==> config.mk <==
export PLATFORM = sky130hd
export DESIGN_NAME = pe_array_sequencer
export DESIGN_NICKNAME = d
export VERILOG_FILES = /design/src/rtl/pe_array_sequencer.sv
export SDC_FILE = /design/constraint.sdc
export NUM_CORES = 1
export LEC_CHECK = 0
export ABC_AREA = 1
export ABC_CLOCK_PERIOD_IN_PS = 2200
export BUFFER_PORTS_ARGS = -buffer_cell sky130_fd_sc_hd__buf_2
export CELL_PAD_IN_SITES_DETAIL_PLACEMENT = 2
export CELL_PAD_IN_SITES_GLOBAL_PLACEMENT = 2
export CORE_ASPECT_RATIO = 0.8
export CORE_MARGIN = 2
export CORE_UTILIZATION = 32
export DETAILED_ROUTE_END_ITERATION = 10
export PLACE_DENSITY = 0.89
export SETUP_SLACK_MARGIN = 0.4
export SKIP_CTS_REPAIR_TIMING = 1
export SYNTH_ARGS = -nofsm -noshare
export SYNTH_HDL_FRONTEND = slang
export SYNTH_SLANG_ARGS = --single-unit
==> constraint.sdc <==
create_clock -name i_clk -period 2.2 [get_ports i_clk]
set_input_delay 0.11 -clock i_clk [delete_from_list [all_inputs] [get_ports i_clk]]
set_output_delay 0.11 -clock i_clk [all_outputs]
set_load 0.02 [all_outputs]
==> src/rtl/pe_array_sequencer.sv <==
// pe_array_sequencer: control FSM for the three-PE systolic datapath.
// A run broadcasts FILT_WORDS filter words into every PE, then for each ifmap
// pass loads IF_WORDS words into PE0, PE1 and PE2 in turn, pulses start_PE,
// waits for all three PEs to finish and for the result chain to drain.
// The filter stays resident across passes.
//
// Ports:
//   i_clk, i_rst           clock (rising edge), async active-low reset
//   i_start                1-cycle run request, ignored while busy
//   i_cfg_*                PE config and pass count, latched at accepted start
//   i_filt_full, i_if_full PE buffer full flags (stall the matching load)
//   i_pe_done              per-PE completion flags
//   i_res_empty_last       last-PE result buffer empty
//   o_sel_addr_SRAM        1 = FILTER counter drives SRAM address, 0 = IFG counter
//   o_filt_cnt_en, o_ifg_cnt_en   address counter advance
//   o_filter_wen, o_ifmap_wen     PE buffer writes (ifmap one-hot)
//   o_start_PE             1-cycle PE start pulse
//   o_mode, o_filt_len, o_stride_len  latched config
//   o_busy, o_done         run status
module pe_array_sequencer #(
    parameter int unsigned FILT_WORDS     = 4,
    parameter int unsigned IF_WORDS       = 8,
    parameter int unsigned CNT_W          = 8,
    parameter int unsigned DRAIN_IDLE_CYC = 4
) (
    input  logic             i_clk,
    input  logic             i_rst,
    input  logic             i_start,
    input  logic             i_cfg_mode,
    input  logic             i_cfg_filt_len,
    input  logic             i_cfg_stride_len,
    input  logic [CNT_W-1:0] i_cfg_num_passes,
    input  logic             i_filt_full,
    input  logic [2:0]       i_if_full,
    input  logic [2:0]       i_pe_done,
    input  logic             i_res_empty_last,
    output logic             o_sel_addr_SRAM,
    output logic             o_filt_cnt_en,
    output logic             o_ifg_cnt_en,
    output logic             o_filter_wen,
    output logic [2:0]       o_ifmap_wen,
    output logic             o_start_PE,
    output logic             o_mode,
    output logic             o_filt_len,
    output logic             o_stride_len,
    output logic             o_busy,
    output logic             o_done
);

    localparam int unsigned IDLE_W = (DRAIN_IDLE_CYC > 1) ? $clog2(DRAIN_IDLE_CYC) : 1;

    typedef enum logic [2:0] {
        S_IDLE,
        S_LOAD_FILT,
        S_LOAD_IF,
        S_START,
        S_COMPUTE,
        S_DRAIN,
        S_FINISH
    } state_t;

    state_t             r_state;
    state_t             w_next;
    logic [CNT_W-1:0]   r_word_cnt;
    logic [CNT_W-1:0]   r_pass_cnt;
    logic [CNT_W-1:0]   r_num_passes;
    logic [1:0]         r_pe_idx;
    logic [IDLE_W-1:0]  r_idle_cnt;
    logic               r_mode;
    logic               r_filt_len;
    logic               r_stride_len;

    logic               w_if_full_cur;
    logic [2:0]         w_pe_onehot;
    logic               w_filt_wr;
    logic               w_filt_last;
    logic               w_if_wr;
    logic               w_if_word_last;
    logic               w_if_last;
    logic               w_drain_hit;
    logic               w_last_pass;

    // Full flag and write-enable bit of the PE currently being loaded
    always_comb begin
        w_if_full_cur = 1'b1;
        w_pe_onehot   = 3'b000;
        case (r_pe_idx)
            2'd0: begin w_if_full_cur = i_if_full[0]; w_pe_onehot = 3'b001; end
            2'd1: begin w_if_full_cur = i_if_full[1]; w_pe_onehot = 3'b010; end
            2'd2: begin w_if_full_cur = i_if_full[2]; w_pe_onehot = 3'b100; end
            default: begin w_if_full_cur = 1'b1; w_pe_onehot = 3'b000; end
        endcase
    end

    assign w_filt_wr      = (r_state == S_LOAD_FILT) && !i_filt_full;
    assign w_filt_last    = w_filt_wr && (r_word_cnt == CNT_W'(FILT_WORDS - 1));
    assign w_if_wr        = (r_state == S_LOAD_IF) && !w_if_full_cur;
    assign w_if_word_last = w_if_wr && (r_word_cnt == CNT_W'(IF_WORDS - 1));
    assign w_if_last      = w_if_word_last && (r_pe_idx == 2'd2);
    assign w_drain_hit    = (r_state == S_DRAIN) && i_res_empty_last &&
                            (r_idle_cnt == IDLE_W'(DRAIN_IDLE_CYC - 1));
    assign w_last_pass    = (r_pass_cnt == (r_num_passes - CNT_W'(1)));

    // State register
    always_ff @(posedge i_clk or negedge i_rst) begin
        if (!i_rst) begin
            r_state <= S_IDLE;
        end else begin
            r_state <= w_next;
        end
    end

    // Next-state logic
    always_comb begin
        w_next = r_state;
        case (r_state)
            S_IDLE:      if (i_start) w_next = S_LOAD_FILT;
            S_LOAD_FILT: if (w_filt_last) w_next = S_LOAD_IF;
            S_LOAD_IF:   if (w_if_last) w_next = S_START;
            S_START:     w_next = S_COMPUTE;
            S_COMPUTE:   if (i_pe_done == 3'b111) w_next = S_DRAIN;
            S_DRAIN:     if (w_drain_hit) w_next = w_last_pass ? S_FINISH : S_LOAD_IF;
            S_FINISH:    w_next = S_IDLE;
            default:     w_next = S_IDLE;
        endcase
    end

    // Output decode; enables follow the full flags in the same cycle
    always_comb begin
        o_sel_addr_SRAM = 1'b0;
        o_filt_cnt_en   = 1'b0;
        o_ifg_cnt_en    = 1'b0;
        o_filter_wen    = 1'b0;
        o_ifmap_wen     = 3'b000;
        o_start_PE      = 1'b0;
        o_busy          = 1'b0;
        o_done          = 1'b0;
        case (r_state)
            S_LOAD_FILT: begin
                o_sel_addr_SRAM = 1'b1;
                o_filter_wen    = w_filt_wr;
                o_filt_cnt_en   = w_filt_wr;
                o_busy          = 1'b1;
            end
            S_LOAD_IF: begin
                o_ifmap_wen  = w_if_wr ? w_pe_onehot : 3'b000;
                o_ifg_cnt_en = w_if_wr;
                o_busy       = 1'b1;
            end
            S_START: begin
                o_start_PE = 1'b1;
                o_busy     = 1'b1;
            end
            S_COMPUTE, S_DRAIN: o_busy = 1'b1;
            S_FINISH:           o_done = 1'b1;
            default: ;
        endcase
    end

    assign o_mode       = r_mode;
    assign o_filt_len   = r_filt_len;
    assign o_stride_len = r_stride_len;

    // Word / PE / pass / drain-idle counters and config latch
    always_ff @(posedge i_clk or negedge i_rst) begin
        if (!i_rst) begin
            r_word_cnt   <= '0;
            r_pass_cnt   <= '0;
            r_num_passes <= '0;
            r_pe_idx     <= '0;
            r_idle_cnt   <= '0;
            r_mode       <= 1'b0;
            r_filt_len   <= 1'b0;
            r_stride_len <= 1'b0;
        end else begin
            case (r_state)
                S_IDLE: begin
                    if (i_start) begin
                        r_mode       <= i_cfg_mode;
                        r_filt_len   <= i_cfg_filt_len;
                        r_stride_len <= i_cfg_stride_len;
                        // A pass count of zero runs one pass
                        r_num_passes <= (i_cfg_num_passes == '0) ? CNT_W'(1) : i_cfg_num_passes;
                        r_pass_cnt   <= '0;
                        r_word_cnt   <= '0;
                        r_pe_idx     <= '0;
                    end
                end
                S_LOAD_FILT: begin
                    if (w_filt_wr) begin
                        if (w_filt_last) begin
                            r_word_cnt <= '0;
                            r_pe_idx   <= '0;
                        end else begin
                            r_word_cnt <= r_word_cnt + CNT_W'(1);
                        end
                    end
                end
                S_LOAD_IF: begin
                    if (w_if_wr) begin
                        if (w_if_word_last) begin
                            r_word_cnt <= '0;
                            r_pe_idx   <= (r_pe_idx == 2'd2) ? 2'd0 : r_pe_idx + 2'd1;
                        end else begin
                            r_word_cnt <= r_word_cnt + CNT_W'(1);
                        end
                    end
                end
                S_DRAIN: begin
                    // Any non-empty cycle restarts the quiet-period count
                    if (!i_res_empty_last) begin
                        r_idle_cnt <= '0;
                    end else if (w_drain_hit) begin
                        r_idle_cnt <= '0;
                        if (!w_last_pass) begin
                            r_pass_cnt <= r_pass_cnt + CNT_W'(1);
                            r_pe_idx   <= '0;
                            r_word_cnt <= '0;
                        end
                    end else begin
                        r_idle_cnt <= r_idle_cnt + IDLE_W'(1);
                    end
                end
                default: r_idle_cnt <= '0;
            endcase
        end
    end

endmodule

==> reports/metrics.cfg <==
[synth]
synth_xor_area_frac=0.0300
avgSynthCellArea_sq_um=6.87
synth-simple-area-share=0.404
ys_ff_latch=34
synth_mux_area_frac=0.0129
synth-compound-area-share=0.101
netlist_area_sq_um=2620
synth_nets=408
yosysSeqAreaShare=0.324
yosysWarnings=0
synth_top_family_by_area=simple AND/OR/NAND/NOR gates
yosysUniqueCellTypes=41
synthAdderAreaFrac=0.0191
synth_top_area_frac=0.324
synthCells=382
synth_top_area_cell=dfrtp_1
ys_top_cells_by_area=dfrtp_1 32%, nand2_1 16%, inv_1 6.6%

[finish]
area_growth_pct=20.1
antenna_cells=0
instances_no_fill=533
drive_gt1_frac=0.304
mostFrequentLayoutCells=98 x nand2_1, 43 x inv_1, 34 x buf_2
post-route-util=0.397
regArea_sq_um=857
multi_input_area_sq_um=1610
stdcell_area_sq_um=3150
fillers=936
nets=450
final_common_cell=nand2_1

[worst_setup_path]
critPathLaunchType=register
r2r-start=r_num_passes[0]
path_max_fanout=5
slowest_delay_ps=430
cpMostUsedCell=nand2_2
worst_path_max_delay_cell=dfrtp_1
path_cells=inv_2 -> ha_4 -> inv_1 -> nand2_2 -> nand2_1 -> nand2_2 -> nand2_2 -> nor3b_1 -> nand3_1 -> nand2_1 -> nor2_1 -> nor2_1
crit_buf_inv=2
crit_arrival_ps=2210
crit_family=simple AND/OR/NAND/NOR gates
r2r_cells=12
rrSetupSlack_ps=250
cp.required_ps=2460
worstSetupPathType=reg -> reg
timing.rr.end=r_state[2]
cp-end-kind=register

[timing]
fin_ws_ps=247
period_share=0.888
fin_skew_ps=7.37
final-setup-viol-count=0
period_minus_slack_ps=1950
tns_ps=0
tightest_slew_ps=850
maxSlewViolCount=0
max_slew_margin=0.433
rsz0062_at_grt=yes
fmax_mhz=512
hold_viol=0

[clocking]
htree_levels=2
cts_buffers=5
root_buffer=clkbuf_8
clk_path_buf_depth=2
path_clk_slew_ps=80
worstSkewPairLatency_ps=320
cts_sinks=34
cts_tree=built

[route]
drc=0
routed_wl_um=10600
wl_per_cell_um=19.9
vias=2783
firstDrtPassIters=4
drt-initial-drc-count=117
ant_nets=0
vias_per_cell=5.22

[placement]
gp_congestion=0.765
dp_cells=517
io_buffers=34
detailed_place_hpwl_um=6660
placed_area_sq_um=2870
place_ws_ps=143

[global_route]
grt_pass1_vias=2907
track_usage=0.207
grt-ovfl-total=0
grt_first_pass_wirelength_um=14800
grt_start_max_net_pins=35
antenna_found_initial=0

[status]
status=finished clean

[power]
peakVddDrop_mv=0.607
powerDensity_nw_per_um2=1290
power_leakage_nw=1.55

[hold_path]
min_path_cells=2
hold_end=o_stride_len
hp-class=in -> reg
holdCritStartpoint=i_cfg_stride_len

[flow_run]
drv_cap=0

[floorplanning]
die-area_sq_um=8940
die_x_um=105
start_util=0.330
rows=29
core_sq_um=7950
io_pins=35
dieHeight_um=85.0

==> metal layers <==
layer	track usage	vias up	share of wire
li1	-	1298	-
met1	0.268	1425	0.44
met2	0.368	48	0.51
met3	0.0369	12	0.035
met4	0.0364	0	0.015
met5	0	-	0
==> registers in the layout, summed over array words and instances, names as in the netlist <==
register,cells
r_pe_idx,2
r_num_passes,8
r_state,3
r_word_cnt,8
o_filt_len,1
o_stride_len,1
r_pass_cnt,8
r_idle_cnt,2
o_mode,1
==> synthesized netlist by cell type <==
| library cell | number |
|---|---|
| buf_4 | 1 |
| a31oi_1 | 1 |
| nand4_4 | 1 |
| a21oi_1 | 6 |
| nor4_1 | 1 |
| xor2_1 | 6 |
| clkinv_2 | 1 |
| nand4_1 | 9 |
| o21ai_1 | 9 |
| or2_1 | 1 |
| ha_1 | 4 |
| nand2_2 | 11 |
| clkbuf_1 | 1 |
| o211ai_1 | 2 |
| buf_2 | 1 |
| dfrtp_1 | 34 |
| nor2_1 | 40 |
| o21ai_0 | 15 |
| nor3_1 | 9 |
| inv_2 | 6 |
| o21ai_2 | 7 |
| buf_8 | 1 |
| inv_1 | 46 |
| o31ai_1 | 1 |
| mux2_2 | 3 |
| nand3_1 | 26 |
| clkbuf_2 | 3 |
| xnor2_1 | 3 |
| a22oi_1 | 1 |
| inv_4 | 1 |
| nor3b_1 | 1 |
| nand2_4 | 2 |
| nand3_4 | 2 |
| buf_12 | 1 |
| nand3_2 | 1 |
| buf_6 | 1 |
| or2_2 | 2 |
| nor2_2 | 5 |
| a21oi_2 | 2 |
| nor2_4 | 4 |
| nand2_1 | 110 |
==> power breakdown <==
group          leakage, nW  internal [mW]  switching [mW]
combinational         1.06          0.747            1.66
clock               0.0524          0.340           0.278
sequential           0.434          0.796           0.234
==> per-stage QoR <==
stage	total power, mW	hold slack, ps
after floorplan	2.50	-186
after CTS	3.59	-67.8
after detailed placement	2.94	262
final	4.05	12.6
after global placement	2.81	243
after global routing	4.33	20.8
==> cells by family after synthesis <==
| group | Yosys count |
|---|---|
| simple gates | 225 |
| buf+inv | 63 |
| compound gates | 44 |
| flops | 34 |
| xor+xnor | 9 |
| fa+ha+maj | 4 |
| mux | 3 |
==> how the worst max path moves through the flow <==
stage / slack (ps) / start / endpoint / cells past startpoint
2_1_floorplan: 460 / r_num_passes[0] / r_word_cnt[5] / 13
6_report: 250 / r_num_passes[0] / r_state[2] / 12
3_3_place_gp: 370 / r_num_passes[0] / r_word_cnt[7] / 13
3_5_place_dp: 140 / r_num_passes[0] / r_word_cnt[7] / 13
4_1_cts: 100 / r_num_passes[0] / r_word_cnt[7] / 14
5_1_grt: 150 / r_num_passes[0] / r_pass_cnt[2] / 12
==> cell type report <==
cell class,count,share of cell area
multi-input cells,287,0.511
flip-flops and latches,34,0.272
repair buffers,42,0.0738
inverters,54,0.0663
well taps,108,0.0429
clock buffers,7,0.0242
clock inverters,1,0.00953
==> worst reg2reg max path, cell delays in order (launching register included) <==
cell and delay (ps):
dfrtp_1 430, inv_2 120, ha_4 160, inv_1 60, nand2_2 80, nand2_1 70
nand2_2 70, nand2_2 70, nor3b_1 370, nand3_1 200, nand2_1 130, nor2_1 50
nor2_1 70
(Power assumes the default switching activity.)
